**src/rtl/ps2_tx.sv**
```systemverilog
// PS/2 host-to-device transmitter.
// Sends one command/data byte to a PS/2 device. The host first inhibits the
// bus by pulling the clock low (request-to-send), then presents a start bit
// and lets the device clock out eight data bits (LSB first) and odd parity.
// After that it releases data for the stop bit and samples the device
// acknowledge.
//
// Parameters:
//   INHIBIT_CYCLES - clk cycles the PS/2 clock is held low for request-to-send (>= 2)
//   TIMEOUT_CYCLES - max clk cycles between device clock falls before abort
//   FILTER_LEN     - length of the PS/2 clock glitch filter, in samples
// Ports:
//   clk            - system clock
//   reset          - asynchronous active-high reset
//   wr_ps2         - single-cycle request to send din (honoured only when idle)
//   din            - byte to send
//   ps2c_in        - sampled PS/2 clock line
//   ps2d_in        - sampled PS/2 data line
//   ps2c_drive_low - 1: pull PS/2 clock low, 0: release
//   ps2d_drive_low - 1: pull PS/2 data low, 0: release
//   tx_idle        - high only while idle; gates the receive path
//   tx_done_tick   - one-cycle pulse when a frame completes
//   ack_err        - valid with tx_done_tick; 1 = device did not acknowledge
//   tx_err_tick    - one-cycle pulse when a transfer aborts on timeout
module ps2_tx #(
    parameter int INHIBIT_CYCLES = 5000,
    parameter int TIMEOUT_CYCLES = 100000,
    parameter int FILTER_LEN     = 8
) (
    input  logic       clk,
    input  logic       reset,
    input  logic       wr_ps2,
    input  logic [7:0] din,
    input  logic       ps2c_in,
    input  logic       ps2d_in,
    output logic       ps2c_drive_low,
    output logic       ps2d_drive_low,
    output logic       tx_idle,
    output logic       tx_done_tick,
    output logic       ack_err,
    output logic       tx_err_tick
);

    localparam int ICW = $clog2(INHIBIT_CYCLES + 1);
    localparam int TCW = $clog2(TIMEOUT_CYCLES + 1);
    localparam logic [ICW-1:0] INH_LOAD = ICW'(INHIBIT_CYCLES - 1);
    localparam logic [TCW-1:0] TMO_LOAD = TCW'(TIMEOUT_CYCLES - 1);

    typedef enum logic [2:0] {
        IDLE,
        RTS,
        START,
        DATA,
        STOP,
        ACK
    } state_t;

    state_t                state_q, state_d;
    logic [FILTER_LEN-1:0] filt_q, filt_d;
    logic                  fclk_q, fclk_d;
    logic                  fall_edge;
    logic [FILTER_LEN:0]   filt_shift;
    logic [ICW-1:0]        inh_q, inh_d;
    logic [TCW-1:0]        tmo_q, tmo_d;
    logic [3:0]            bit_q, bit_d;
    logic [8:0]            sreg_q, sreg_d;

    // Glitch filter: the filtered clock only changes once FILTER_LEN
    // consecutive samples agree, so short pulses are ignored.
    always_comb begin
        filt_shift = {ps2c_in, filt_q};
        filt_d     = filt_shift[FILTER_LEN:1];
        if (filt_q == '1) begin
            fclk_d = 1'b1;
        end else if (filt_q == '0) begin
            fclk_d = 1'b0;
        end else begin
            fclk_d = fclk_q;
        end
        fall_edge = fclk_q & ~fclk_d;
    end

    always_ff @(posedge clk or posedge reset) begin
        if (reset) begin
            state_q <= IDLE;
            filt_q  <= '1;
            fclk_q  <= 1'b1;
            inh_q   <= '0;
            tmo_q   <= '0;
            bit_q   <= '0;
            sreg_q  <= '0;
        end else begin
            state_q <= state_d;
            filt_q  <= filt_d;
            fclk_q  <= fclk_d;
            inh_q   <= inh_d;
            tmo_q   <= tmo_d;
            bit_q   <= bit_d;
            sreg_q  <= sreg_d;
        end
    end

    always_comb begin
        state_d        = state_q;
        inh_d          = inh_q;
        tmo_d          = tmo_q;
        bit_d          = bit_q;
        sreg_d         = sreg_q;
        ps2c_drive_low = 1'b0;
        ps2d_drive_low = 1'b0;
        tx_done_tick   = 1'b0;
        ack_err        = 1'b0;
        tx_err_tick    = 1'b0;
        tx_idle        = (state_q == IDLE);

        case (state_q)
            IDLE: begin
                if (wr_ps2) begin
                    sreg_d  = {~^din, din};
                    inh_d   = INH_LOAD;
                    state_d = RTS;
                end
            end
            RTS: begin
                ps2c_drive_low = 1'b1;
                if (inh_q == '0) begin
                    tmo_d   = TMO_LOAD;
                    state_d = START;
                end else begin
                    inh_d = inh_q - ICW'(1);
                end
            end
            START, DATA, STOP, ACK: begin
                if (state_q == START) begin
                    ps2d_drive_low = 1'b1;
                end else if (state_q == DATA) begin
                    ps2d_drive_low = ~sreg_q[0];
                end
                // A device clock fall always takes priority over the timeout.
                if (fall_edge) begin
                    tmo_d = TMO_LOAD;
                    case (state_q)
                        START: begin
                            bit_d   = '0;
                            state_d = DATA;
                        end
                        DATA: begin
                            sreg_d = {1'b0, sreg_q[8:1]};
                            bit_d  = bit_q + 4'd1;
                            if (bit_q == 4'd8) begin
                                state_d = STOP;
                            end
                        end
                        STOP: begin
                            state_d = ACK;
                        end
                        default: begin
                            tx_done_tick = 1'b1;
                            ack_err      = ps2d_in;
                            state_d      = IDLE;
                        end
                    endcase
                end else if (tmo_q == '0) begin
                    ps2d_drive_low = 1'b0;
                    tx_err_tick    = 1'b1;
                    state_d        = IDLE;
                end else begin
                    tmo_d = tmo_q - TCW'(1);
                end
            end
            default: begin
                state_d = IDLE;
            end
        endcase
    end

endmodule

```
**config.mk**
```make
export PLATFORM = sky130hd
export DESIGN_NAME = ps2_tx
export DESIGN_NICKNAME = d
export VERILOG_FILES = /design/src/rtl/ps2_tx.sv
export SDC_FILE = /design/constraint.sdc
export NUM_CORES = 1
export LEC_CHECK = 0
export ABC_AREA = 1
export BUFFER_PORTS_ARGS = -buffer_cell sky130_fd_sc_hd__buf_2
export CAP_MARGIN = 10
export CELL_PAD_IN_SITES_DETAIL_PLACEMENT = 1
export CELL_PAD_IN_SITES_GLOBAL_PLACEMENT = 2
export CORE_UTILIZATION = 33
export CTS_BUF_LIST = sky130_fd_sc_hd__clkbuf_8
export DETAILED_ROUTE_END_ITERATION = 16
export GPL_ROUTABILITY_DRIVEN = 0
export MAX_ROUTING_LAYER = met4
export PLACE_DENSITY_LB_ADDON = 0.1
export SETUP_SLACK_MARGIN = 0.4
export SYNTH_ARGS = -nofsm -noshare
export SYNTH_HDL_FRONTEND = slang
export SYNTH_SLANG_ARGS = --single-unit
```
**constraint.sdc**
```tcl
create_clock -name clk -period 2.07 [get_ports clk]
set_clock_uncertainty 0.2 [all_clocks]
set_input_delay 0.5175 -clock clk [delete_from_list [all_inputs] [get_ports clk]]
set_output_delay 0.5175 -clock clk [all_outputs]
set_load 0.03 [all_outputs]
```
Word-level counts from Yosys, hierarchy flattened
Cells that the tools add are included.

word-level totals
  bits in registers = 55
  bits of input ports = 13
  output and inout port bits = 6
  logic and storage cells = 80

cells by class
  add/subtract/negate cells = 3
  equality and inequality tests = 15
  mux-type cells = 36
  bitwise operators = 3
  reduce and logical (&&, ||, !) cells = 16

operators by type and width
  kind                     number
  $mux W17                 3
  $pmux W17 S2             1
  $mux W9                  3
  $mux W13                 2
  $pmux W13 S2             1
  $pmux W3 S3              2
  $pmux W9 S2              1
  $logic_not A17 Y1        1
  $mux W1                  17
  $sub A17 B1 Y17 const B  1
  $mux W3                  5
  $logic_not A13 Y1        1
  $sub A13 B1 Y13 const B  1
  $ne A2 B2 Y1 const B     5
  $reduce_and A3 Y1        3
  $eq A8 B8 Y1 const B     1
  $logic_not A8 Y1         1
  $pmux W4 S2              1
  $reduce_and A4 Y1        2
  $reduce_bool A2 Y1       4
  $reduce_xnor A8 Y1       1
  $eq A3 B2 Y1 const B     2
  $eq A3 B3 Y1 const B     2
  $ne A3 B3 Y1 const B     2
  9 further kinds          10

Depth between registers and ports, before layout
Gate-level depths: netlist of run 1.

  depth in word-level cells = 7
  depth in mapped cells = 12
  mapped depth without buffers = 12

Least setup slack after synthesis of run 1
OpenSTA, ideal clock, no wires.

  path kind = flip-flop to output port
  start = reg state_q[1]
  end = out ack_err
  arrival time = 2.404 ns
  required time = 1.352 ns
  setup slack = -1.051 ns
  cell stages (with the launch flop) = 6
  path buffers = 1
  cells stage by stage = dfrtp_1 -> inv_2 -> ha_1 -> clkbuf_1 -> nor4_1 -> and2_1

on the way
  word-level cells in the longest chain between the ends = 5

RTL lines
  item                                                 RTL line  RTL
  start, declared                                      58        state_t state_q, state_d;
  start signal, assigned                               93        state_q <= state_d;
  $eq A3 B2 Y1 / $eq A3 B3 Y1 (equally long branches)  116, 142
  $reduce_or A3 Y1 (no line)                           --
  $mux W1                                              142       case (state_q)
  $mux W1                                              140       if (fall_edge) begin
  $mux W1 (*)                                          116       case (state_q)
  end, declared                                        40        output logic ack_err,

Every way passes the cells marked *; elsewhere a longest branch is shown, timed or not.

Worst setup path after layout of run 1
  start = reg tmo_q[1]
  end = out ps2d_drive_low

on the way
  word-level cells in the longest chain between the ends = 4

RTL lines
  item                    RTL line  RTL
  start, declared         64        logic [TCW-1:0] tmo_q, tmo_d;
  start signal, assigned  97        tmo_q <= tmo_d;
  $logic_not A17 Y1       163       end else if (tmo_q == '0) begin
  $mux W1                 163
  $mux W1                 140
  $mux W1                 116
  end, declared           37        output logic ps2d_drive_low,

No other way between the ends.

==> results.py, run 1 <==
metrics = {
    "status": {
        "outcome": "finished, violations left",
        "violations": "setup timing",
    },
    "grt": {
        "antenna_found_initial": 0,
        "grtUsageTotal_pct": 21.7,
        "grt_pass1_wl_mm": 18.3,
        "grt_remaining_overflow": 0,
        "grt_pass1_vias": 3731,
        "grt_max_degree": 27,
    },
    "route": {
        "avgRoutedWirePerCell_um": 15.6,
        "ant_nets": 0,
        "firstDrtPassIters": 4,
        "drt_iter0_drc": 72,
        "drc": 0,
        "vias": 3505,
        "wl_mm": 11.3,
        "vias_per_cell": 4.82,
    },
    "placement": {
        "io_buffers": 18,
        "hpwlAfterDp_mm": 7.24,
        "dp_cells": 669,
        "post-place-ws_ps": -76.3,
        "place_area_mm2": 0.00419,
    },
    "synth": {
        "syn_nets": 490,
        "ys_ff_latch": 55,
        "synth_seq_area_share_pct": 40.4,
        "syn_area_mm2": 0.00343,
        "yosysTopAreaCellShare_pct": 33.5,
        "postSynthCellCount": 469,
        "yosysTopAreaCell": "dfrtp_1",
        "synth_cell_types": 36,
        "avgSynthCellArea_um2": 7.32,
        "synthTopCellsByArea": "dfrtp_1, nand2_1, nor2_1, dfstp_2, inv_1",
        "yosysWarnings": 0,
    },
    "die": {
        "core_mm2": 0.00991,
        "die_x_um": 104,
        "dieArea_mm2": 0.0108,
        "die_h_um": 104,
        "row_count": 36,
        "initial_core_util_pct": 34.6,
        "ios": 19,
    },
    "clock_tree": {
        "cts-buffers-inserted": 5,
        "insertion_delay_ps": 320,
        "cts_buffer_depth": 2,
        "cts_tree": "built",
        "cts.sinks": 55,
        "cts-root-buf": "clkbuf_8",
        "clock_tree.htree_level_count": 2,
        "clk_pin_slew_ps": 110,
    },
    "finish": {
        "fin_util_pct": 55.0,
        "stdcell_count": 727,
        "diodes": 0,
        "final_nets": 614,
        "final_cell_area_mm2": 0.00545,
        "syn2layout_area_growth_pct": 58.7,
        "drive_gt1_share_pct": 48.7,
    },
    "timing": {
        "final-hold-violation-count": 0,
        "layout_setup_ws_ps": -354,
        "setup_viol": 5,
        "relSlewSlack_pct": 72.5,
        "rsz0062_at_grt": "true",
        "max_freq_mhz": 413,
        "finalCritPeriodShare_pct": 117,
        "period_needed_ps": 2420,
        "tightest_slew_ps": 411,
        "slew_viol_final": 0,
    },
    "power_and_ir_drop": {
        "p_total_mw": 7.35,
        "p_leak_nw": 2.58,
        "p_int_mw": 4.05,
        "p_clk_share_pct": 9.0,
        "switching_share_pct": 44.9,
        "p_per_area_mw_per_mm2": 1350,
        "switchingPower_mw": 3.30,
        "power_frac_comb_pct": 69.0,
        "seqPwrFrac_pct": 21.9,
        "ir_drop_mv": 0.592,
    },
    "worst_setup_path": {
        "end_kind": "output port",
        "cp_max_fo": 2,
        "cp_slowest_stage_delay_ps": 400,
        "worst_path_max_delay_cell": "dfrtp_1",
        "start_kind": "flip-flop",
        "crit_chain": "inv_1 > ha_2 > nand2_2 > nor2_4 > nand3_2 > nor2_4 > buf_6 > a21oi_4 > buf_6",
        "worstPathRequired_ps": 1350,
        "crit_type": "flip-flop to output port",
        "crit_arrival_ps": 1710,
    },
    "hold_path": {
        "hold_path_class": "input pin to flip-flop",
    },
    "run": {
        "max-cap-violations": 0,
    },
}
==> cell families (layout without fill, tap and decap cells) <==
group | after synthesis | count (layout) | share of synthesized area (%)
and+or+nand+nor | 271 | 272 | 35.1
DFF | 55 | 55 | 40.4
buffers and inverters | 62 | 186 | 7.94
adders and majority gates | 8 | 8 | 2.92
xor gates and xnor gates | 17 | 17 | 4.34
AOI/OAI and AO/OA | 56 | 56 | 9.26
==> state kept, by name (all words and copies together) (netlist names) <==
signal / cells
fclk_q: 1
state_q: 3
filt_q: 8
inh_q: 13
tmo_q: 17
bit_q: 4
sreg_q: 9
==> final cells by class <==
class	count	area (µm²)
Sequential cell	55	1390
Timing Repair inverter	1	16.3
Multi-Input combinational cell	353	2310
Fill cell	1174	4460
Clock inverter	3	27.5
Timing Repair Buffer	124	1210
Tap cell	133	166
Inverter	53	253
Clock buffer	5	68.8
==> synthesized netlist by cell type <==
| cell | count |
|---|---|
| nand2_1 | 134 |
| nor2_1 | 66 |
| dfrtp_1 | 46 |
| inv_1 | 46 |
| nand3_1 | 28 |
| o21ai_0 | 24 |
| o21ai_1 | 15 |
| nand4_1 | 11 |
| xor2_1 | 10 |
| dfstp_2 | 9 |
| ha_1 | 8 |
| o21ai_2 | 8 |
| xnor2_1 | 7 |
| a21oi_1 | 6 |
| nand2_2 | 6 |
| clkbuf_1 | 5 |
| inv_2 | 5 |
| nor2_4 | 5 |
| nor3_1 | 5 |
| or2_2 | 5 |
| and2_1 | 3 |
| o21bai_1 | 2 |
| or2_1 | 2 |
| buf_12 | 1 |
| buf_4 | 1 |
| buf_6 | 1 |
| buf_8 | 1 |
| clkinv_1 | 1 |
| clkinv_2 | 1 |
| nand2_4 | 1 |
| nand2_8 | 1 |
| nand3_2 | 1 |
| nand3b_1 | 1 |
| nor3_2 | 1 |
| nor4_1 | 1 |
| o31ai_1 | 1 |
==> per-layer routing <==
metal	global-route usage (%)	routed length (µm)	part of all wire (%)
met1	27.5	5080	45
met2	37.0	5830	52
met3	2.26	223	2.0
met4	5.41	182	1.6
met5	-	0	0
==> final timing paths <==
path / startpoint / to / slack (ps) / cells past startpoint
hold reg to reg: filt_q[5] / filt_q[4] / 190 / 0
hold / removal: ps2c_in / filt_q[7] / 80 / 1
setup reg to reg: tmo_q[1] / tmo_q[2] / 20 / 13
min in group asynchronous: reset / state_q[0] / 530 / 3
setup / recovery: tmo_q[1] / ps2d_drive_low / -350 / 9
max in group asynchronous: reset / filt_q[0] / 600 / 4
==> critical path: cells and delay by family (launching register included) <==
kind                       cells  cell delay [ps]
AOI/OAI and AO/OA              1               40
adders and majority gates      1              180
and+or+nand+nor                4              440
buffers and inverters          3              320
DFF                            1              400
==> power groups by stage <==
stage	clock network [mW]	registers, mW	logic, mW
4_1_cts	0.703	1.57	4.55
5_1_grt	0.735	1.65	5.48
2_1_floorplan	0	1.59	1.91
6_report	0.664	1.61	5.07
3_5_place_dp	0	1.59	3.07
3_3_place_gp	0	1.57	2.98
==> cells in the final DEF, fill, tap and decap left out, types with 5 or more instances in the layout <==
| cell | netlist | final |
|---|---|---|
| nand2_1 | 134 | 87 |
| buf_4 | 1 | 60 |
| nor2_1 | 66 | 48 |
| dfrtp_1 | 46 | 43 |
| inv_1 | 46 | 36 |
| buf_6 | 1 | 36 |
| nand2_2 | 6 | 32 |
| nand3_1 | 28 | 23 |
| nand2_4 | 1 | 20 |
| o21ai_2 | 8 | 19 |
| nor2_2 | 0 | 15 |
| o21ai_1 | 15 | 14 |
| buf_2 | 0 | 12 |
| nand4_1 | 11 | 11 |
| xor2_1 | 10 | 10 |
| o21ai_0 | 24 | 10 |
| buf_12 | 1 | 10 |
| dfstp_2 | 9 | 9 |
| nor2_4 | 5 | 8 |
| inv_2 | 5 | 7 |
| xnor2_1 | 7 | 7 |
| nand3_2 | 1 | 6 |
| or2_2 | 5 | 5 |
| ha_1 | 8 | 5 |
| clkbuf_8 | 0 | 5 |
==> stage by stage <==
step           hold WS, ps  setup TNS (ps)
2_1_floorplan          161            -464
3_3_place_gp           162           -65.9
3_5_place_dp           165            -762
4_1_cts               65.7           -1270
5_1_grt               57.1           -2920
6_report              81.6           -1240
==> repair_timing <==
action / 4_1_cts / 5_1_grt
setup endpoints to repair: 51 / 52
cloned: 2 / 1
pin swaps: 35 / 31
resized for setup: 141 / 75
hold endpoints to repair: 11 / 0
buffers inserted: 35 / 11
hold buffers: 1 / 0
(Power assumes the default switching activity.)
==> inputs of run 2 (changes only) <==
--- a/config.mk
+++ b/config.mk
@@ -6,13 +6,13 @@
 export NUM_CORES = 1
 export LEC_CHECK = 0
 export ABC_AREA = 1
-export BUFFER_PORTS_ARGS = -buffer_cell sky130_fd_sc_hd__buf_2
 export CAP_MARGIN = 10
 export CELL_PAD_IN_SITES_DETAIL_PLACEMENT = 1
 export CELL_PAD_IN_SITES_GLOBAL_PLACEMENT = 2
-export CORE_UTILIZATION = 33
+export CORE_UTILIZATION = 35
 export CTS_BUF_LIST = sky130_fd_sc_hd__clkbuf_8
 export DETAILED_ROUTE_END_ITERATION = 16
+export DONT_BUFFER_PORTS = 1
 export GPL_ROUTABILITY_DRIVEN = 0
 export MAX_ROUTING_LAYER = met4
 export PLACE_DENSITY_LB_ADDON = 0.1
==> results.py, run 2 (synthesis results as in run 1) <==
metrics = {
    "route": {
        "drt_iter0_drc": 81,
        "firstDrtPassIters": 4,
        "ant_nets": 0,
        "drc": 0,
        "avgRoutedWirePerCell_um": 15.0,
        "vias_per_cell": 4.81,
        "wl_mm": 10.5,
        "vias": 3370,
    },
    "grt": {
        "grt_max_degree": 27,
        "grt_pass1_wl_mm": 17.1,
        "grt_pass1_vias": 3452,
        "grtUsageTotal_pct": 22.2,
        "grt_remaining_overflow": 0,
        "antenna_found_initial": 0,
    },
    "finish": {
        "largest_reg_flops": 17,
        "final_common_cell": "nand2_1",
        "syn2layout_area_growth_pct": 47.5,
        "fin_util_pct": 54.0,
        "largest_register": "tmo_q",
        "drive_gt1_share_pct": 42.7,
        "top_regs": "tmo_q: 17 flops, inh_q: 13 flops, sreg_q: 9 flops",
        "layout_common_cells": "nand2_1, buf_4, nor2_1",
        "diodes": 0,
        "stdcell_count": 700,
        "final_nets": 591,
    },
    "run": {
        "max-cap-violations": 0,
    },
    "worst_setup_path": {
        "crit_chain": "inv_4 > nand3_1 > o21ai_0 > nand2_1 > a21oi_4",
        "crit_type": "flip-flop to output port",
        "worst_path_max_delay_cell": "dfrtp_2",
        "end_kind": "output port",
        "crit_arrival_ps": 1680,
        "worstPathRequired_ps": 1350,
        "cp_slowest_stage_delay_ps": 470,
        "cp_max_fo": 5,
        "start_kind": "flip-flop",
    },
    "timing": {
        "rsz0062_at_grt": "true",
        "tightest_slew_ps": 586,
        "layout_setup_ws_ps": -328,
        "finalCritPeriodShare_pct": 116,
        "whs_ps": 187,
        "setup_viol": 31,
        "final-hold-violation-count": 0,
        "relSlewSlack_pct": 60.9,
        "max_freq_mhz": 417,
        "slew_viol_final": 0,
        "period_needed_ps": 2400,
    },
    "clock_tree": {
        "clk_pin_slew_ps": 100,
        "insertion_delay_ps": 320,
        "cts_buffer_depth": 2,
        "cts-buffers-inserted": 5,
        "cts-root-buf": "clkbuf_8",
        "clock_tree.htree_level_count": 2,
        "cts.sinks": 55,
        "cts_tree": "built",
    },
    "die": {
        "ios": 19,
        "die_h_um": 101,
        "core_mm2": 0.00937,
        "die_x_um": 101,
        "initial_core_util_pct": 36.6,
        "dieArea_mm2": 0.0102,
        "row_count": 35,
    },
    "placement": {
        "hpwlAfterDp_mm": 6.97,
        "dp_cells": 641,
        "io_buffers": 0,
    },
    "power_and_ir_drop": {
        "p_per_area_mw_per_mm2": 1340,
        "ir_drop_mv": 0.646,
        "p_total_mw": 6.81,
        "p_leak_nw": 2.39,
    },
    "status": {
        "outcome": "finished, violations left",
        "violations": "setup timing",
    },
    "hold_path": {
        "hold_path_class": "flip-flop to flip-flop",
    },
}
-- run 2: changes by cell type in the layout (fill, tap and decap cells not counted), moves of 3 or more --
cell     delta
buf_2      -12
nand2_4     -9
buf_12      -6
nor2_1      +6
nor2_2      -5
buf_8       -4
nand2_1     +4
nand2_2     +4
o21ai_2     -4
buf_6       -3
-- run 2: worst max-delay path, delay by kind of cell, from the launching register on --
kind / cells / cell delay, ps
AND/OR/NAND/NOR: 2 / 270
AO/OA/AOI/OAI: 2 / 500
flip-flops: 1 / 470
buffers and inverters: 1 / 120
-- run 2: per-stage QoR --
step,cell area [µm²],TNS [ps],setup slack [ps]
5_1_grt,5060,-6020,-415
3_5_place_dp,4010,-0.856,-0.856
6_report,5060,-3040,-328
3_3_place_gp,4010,0,41.4
4_1_cts,4710,-1080,-310
2_1_floorplan,3510,-464,-236
-- run 2: final timing paths --
| path | from | end | slack, ps | depth (start not counted) |
|---|---|---|---|---|
| min in group asynchronous | reset | inh_q[1] | 520 | 2 |
| setup reg to reg | state_q[1] | tmo_q[10] | -120 | 10 |
| hold reg to reg | filt_q[5] | filt_q[4] | 190 | 0 |
| setup / recovery | state_q[2] | ps2d_drive_low | -330 | 5 |
| max in group asynchronous | reset | tmo_q[0] | 540 | 3 |
| hold / removal | filt_q[5] | filt_q[4] | 190 | 0 |
-- run 2: area by class of cell --
type,instances,area (µm²)
fillers,1152,4310
multi-input cells,353,2220
flip-flops and latches,55,1390
repair buffers,102,965
inverters,53,245
well taps,129,161
clock buffers,5,68.8
clock inverters,3,16.3
-- run 2: what timing repair did --
| item | CTS | global route |
|---|---|---|
| cloned | 2 | 0 |
| endpoints found under the setup margin | 52 | 52 |
| pin swaps | 27 | 23 |
| resized for setup | 110 | 56 |
| hold endpoints to repair | 15 | 0 |
| hold buffers | 2 | 0 |
| buffers inserted | 28 | 19 |
-- run 2: power breakdown --
part           leakage (nW)  switching, mW  total [mW]  internal, mW
clock network        0.0453          0.382       0.616         0.233
logic                  1.68           2.47        4.60          2.13
registers             0.669          0.213        1.59          1.38
-- run 2: per-layer routing --
metal / vias up / track usage (%) / share of wire [%] / routed length (µm)
met5: - / - / 0 / 0
met3: 11 / 2.43 / 1.9 / 203
li1: 1688 / - / - / -
met1: 1642 / 27.9 / 45 / 4760
met4: 0 / 4.68 / 1.0 / 106
met2: 29 / 38.4 / 52 / 5430
==> inputs of run 3 (changes only) <==
--- a/config.mk
+++ b/config.mk
@@ -16,6 +16,7 @@
 export GPL_ROUTABILITY_DRIVEN = 0
 export MAX_ROUTING_LAYER = met4
 export PLACE_DENSITY_LB_ADDON = 0.1
+export RECOVER_POWER = 50
 export SETUP_SLACK_MARGIN = 0.4
 export SYNTH_ARGS = -nofsm -noshare
 export SYNTH_HDL_FRONTEND = slang
==> results.py, run 3 (synthesis results as in run 1) <==
metrics = {
    "grt": {
        "antenna_found_initial": 0,
        "grt_use_met3_pct": 2.43,
        "grt_pass1_wl_mm": 17.1,
        "use_met2_pct": 38.4,
        "grt_most_used_layer": "met2",
        "grt_pass1_vias": 3452,
        "grt_remaining_overflow": 0,
        "use_met1_pct": 27.9,
        "grtUsageTotal_pct": 22.2,
        "grt_max_degree": 27,
    },
    "clock_tree": {
        "cts-buffers-inserted": 5,
        "clk_pin_slew_ps": 100,
        "cts_buffer_depth": 2,
        "cts.sinks": 55,
        "cts_tree": "built",
        "cts-root-buf": "clkbuf_8",
        "insertion_delay_ps": 320,
        "clock_tree.htree_level_count": 2,
    },
    "placement": {
        "place_area_mm2": 0.00401,
        "io_buffers": 0,
        "hpwlAfterDp_mm": 6.97,
    },
    "die": {
        "core_mm2": 0.00937,
        "row_count": 35,
        "die_x_um": 101,
        "die_h_um": 101,
        "initial_core_util_pct": 36.6,
        "dieArea_mm2": 0.0102,
        "ios": 19,
    },
    "worst_setup_path": {
        "worstPathRequired_ps": 1350,
        "rr_worst_depth": 10,
        "start_kind": "flip-flop",
        "end_kind": "output port",
        "crit_type": "flip-flop to output port",
        "crit_arrival_ps": 1680,
        "cp_max_fo": 5,
    },
    "hold_path": {
        "hold_path_class": "flip-flop to flip-flop",
        "hold_depth": 0,
    },
    "finish": {
        "final_nets": 591,
        "fin_util_pct": 54.0,
        "final_common_cell": "nand2_1",
        "top_regs": "tmo_q: 17 flops, inh_q: 13 flops, sreg_q: 9 flops",
        "largest_register": "tmo_q",
        "final_cell_area_mm2": 0.00506,
        "syn2layout_area_growth_pct": 47.3,
        "layout_common_cells": "nand2_1, buf_4, nor2_1",
        "nFillCells": 1153,
        "drive_gt1_share_pct": 41.2,
        "diodes": 0,
        "largest_reg_flops": 17,
    },
    "status": {
        "outcome": "finished, violations left",
        "violations": "setup timing",
    },
    "route": {
        "vias": 3367,
        "drc": 0,
        "vias_per_cell": 4.81,
        "avgRoutedWirePerCell_um": 15.0,
        "ant_nets": 0,
        "firstDrtPassIters": 4,
        "wl_mm": 10.5,
        "drt_iter0_drc": 86,
    },
    "power_and_ir_drop": {
        "ir_drop_mv": 0.646,
        "p_leak_nw": 2.38,
        "p_per_area_mw_per_mm2": 1340,
    },
    "timing": {
        "max_freq_mhz": 417,
        "setup_viol": 31,
        "layout_setup_ws_ps": -328,
        "relSlewSlack_pct": 61.1,
        "period_needed_ps": 2400,
        "tightest_slew_ps": 582,
        "final-hold-violation-count": 0,
        "rsz0062_at_grt": "true",
        "slew_viol_final": 0,
        "finalCritPeriodShare_pct": 116,
    },
    "run": {
        "max-cap-violations": 0,
    },
}
-- run 3: per-stage QoR --
step	worst slack (ps)	total power, mW	hold slack (ps)	instances	TNS, ps
after floorplan	-236	3.51	161	469	-464
after global placement	41.4	4.41	162	641	0
after detailed placement	-0.856	4.49	167	641	-0.856
after CTS	-310	6.34	183	681	-1080
after global routing	-415	7.30	223	700	-6060
final	-328	6.80	206	700	-3070
-- run 3: worst max-delay path, stage by stage, from the launching register on --
cell     delay [ps]
dfrtp_2         470
inv_4           120
nand3_1         120
o21ai_0         240
nand2_1         150
a21oi_4         260
-- run 3: worst paths after layout --
path,from,endpoint,slack [ps]
max reg2reg,state_q[1],tmo_q[10],-120
min reg2reg,filt_q[5],filt_q[4],210
min,filt_q[5],filt_q[4],210
min in group asynchronous,reset,inh_q[1],520
max in group asynchronous,reset,tmo_q[10],440
max,state_q[2],ps2d_drive_low,-330
-- run 3: timing repair --
action	4_1_cts	5_1_grt
buffers inserted	28	19
hold buffers	2	0
resized for setup	110	56
pin swaps	27	23
gates cloned	2	0
setup endpoints to repair	52	52
endpoints found under the hold margin	15	0
-- run 3: cell type report --
cell class                 count  area (µm²)  area share [%]
clock inverter                 3        16.3           0.322
timing repair buffer         102         958            19.0
tap                          129         161            3.19
sequential                    55        1390            27.5
clock buffer                   5        68.8            1.36
inverter                      53         245            4.85
multi-input combinational    353        2220            43.9
-- run 3: power by group --
group / switching [mW] / internal, mW
Clock: 0.381 / 0.233
Combinational: 2.47 / 2.13
Sequential: 0.213 / 1.38
Total: 3.06 / 3.74
-- run 3: per-layer routing --
metal / share of wire [%] / vias up
met5: 0 / -
met4: 1.0 / 0
met3: 1.8 / 10
met2: 52 / 26
met1: 46 / 1642
li1: - / 1689
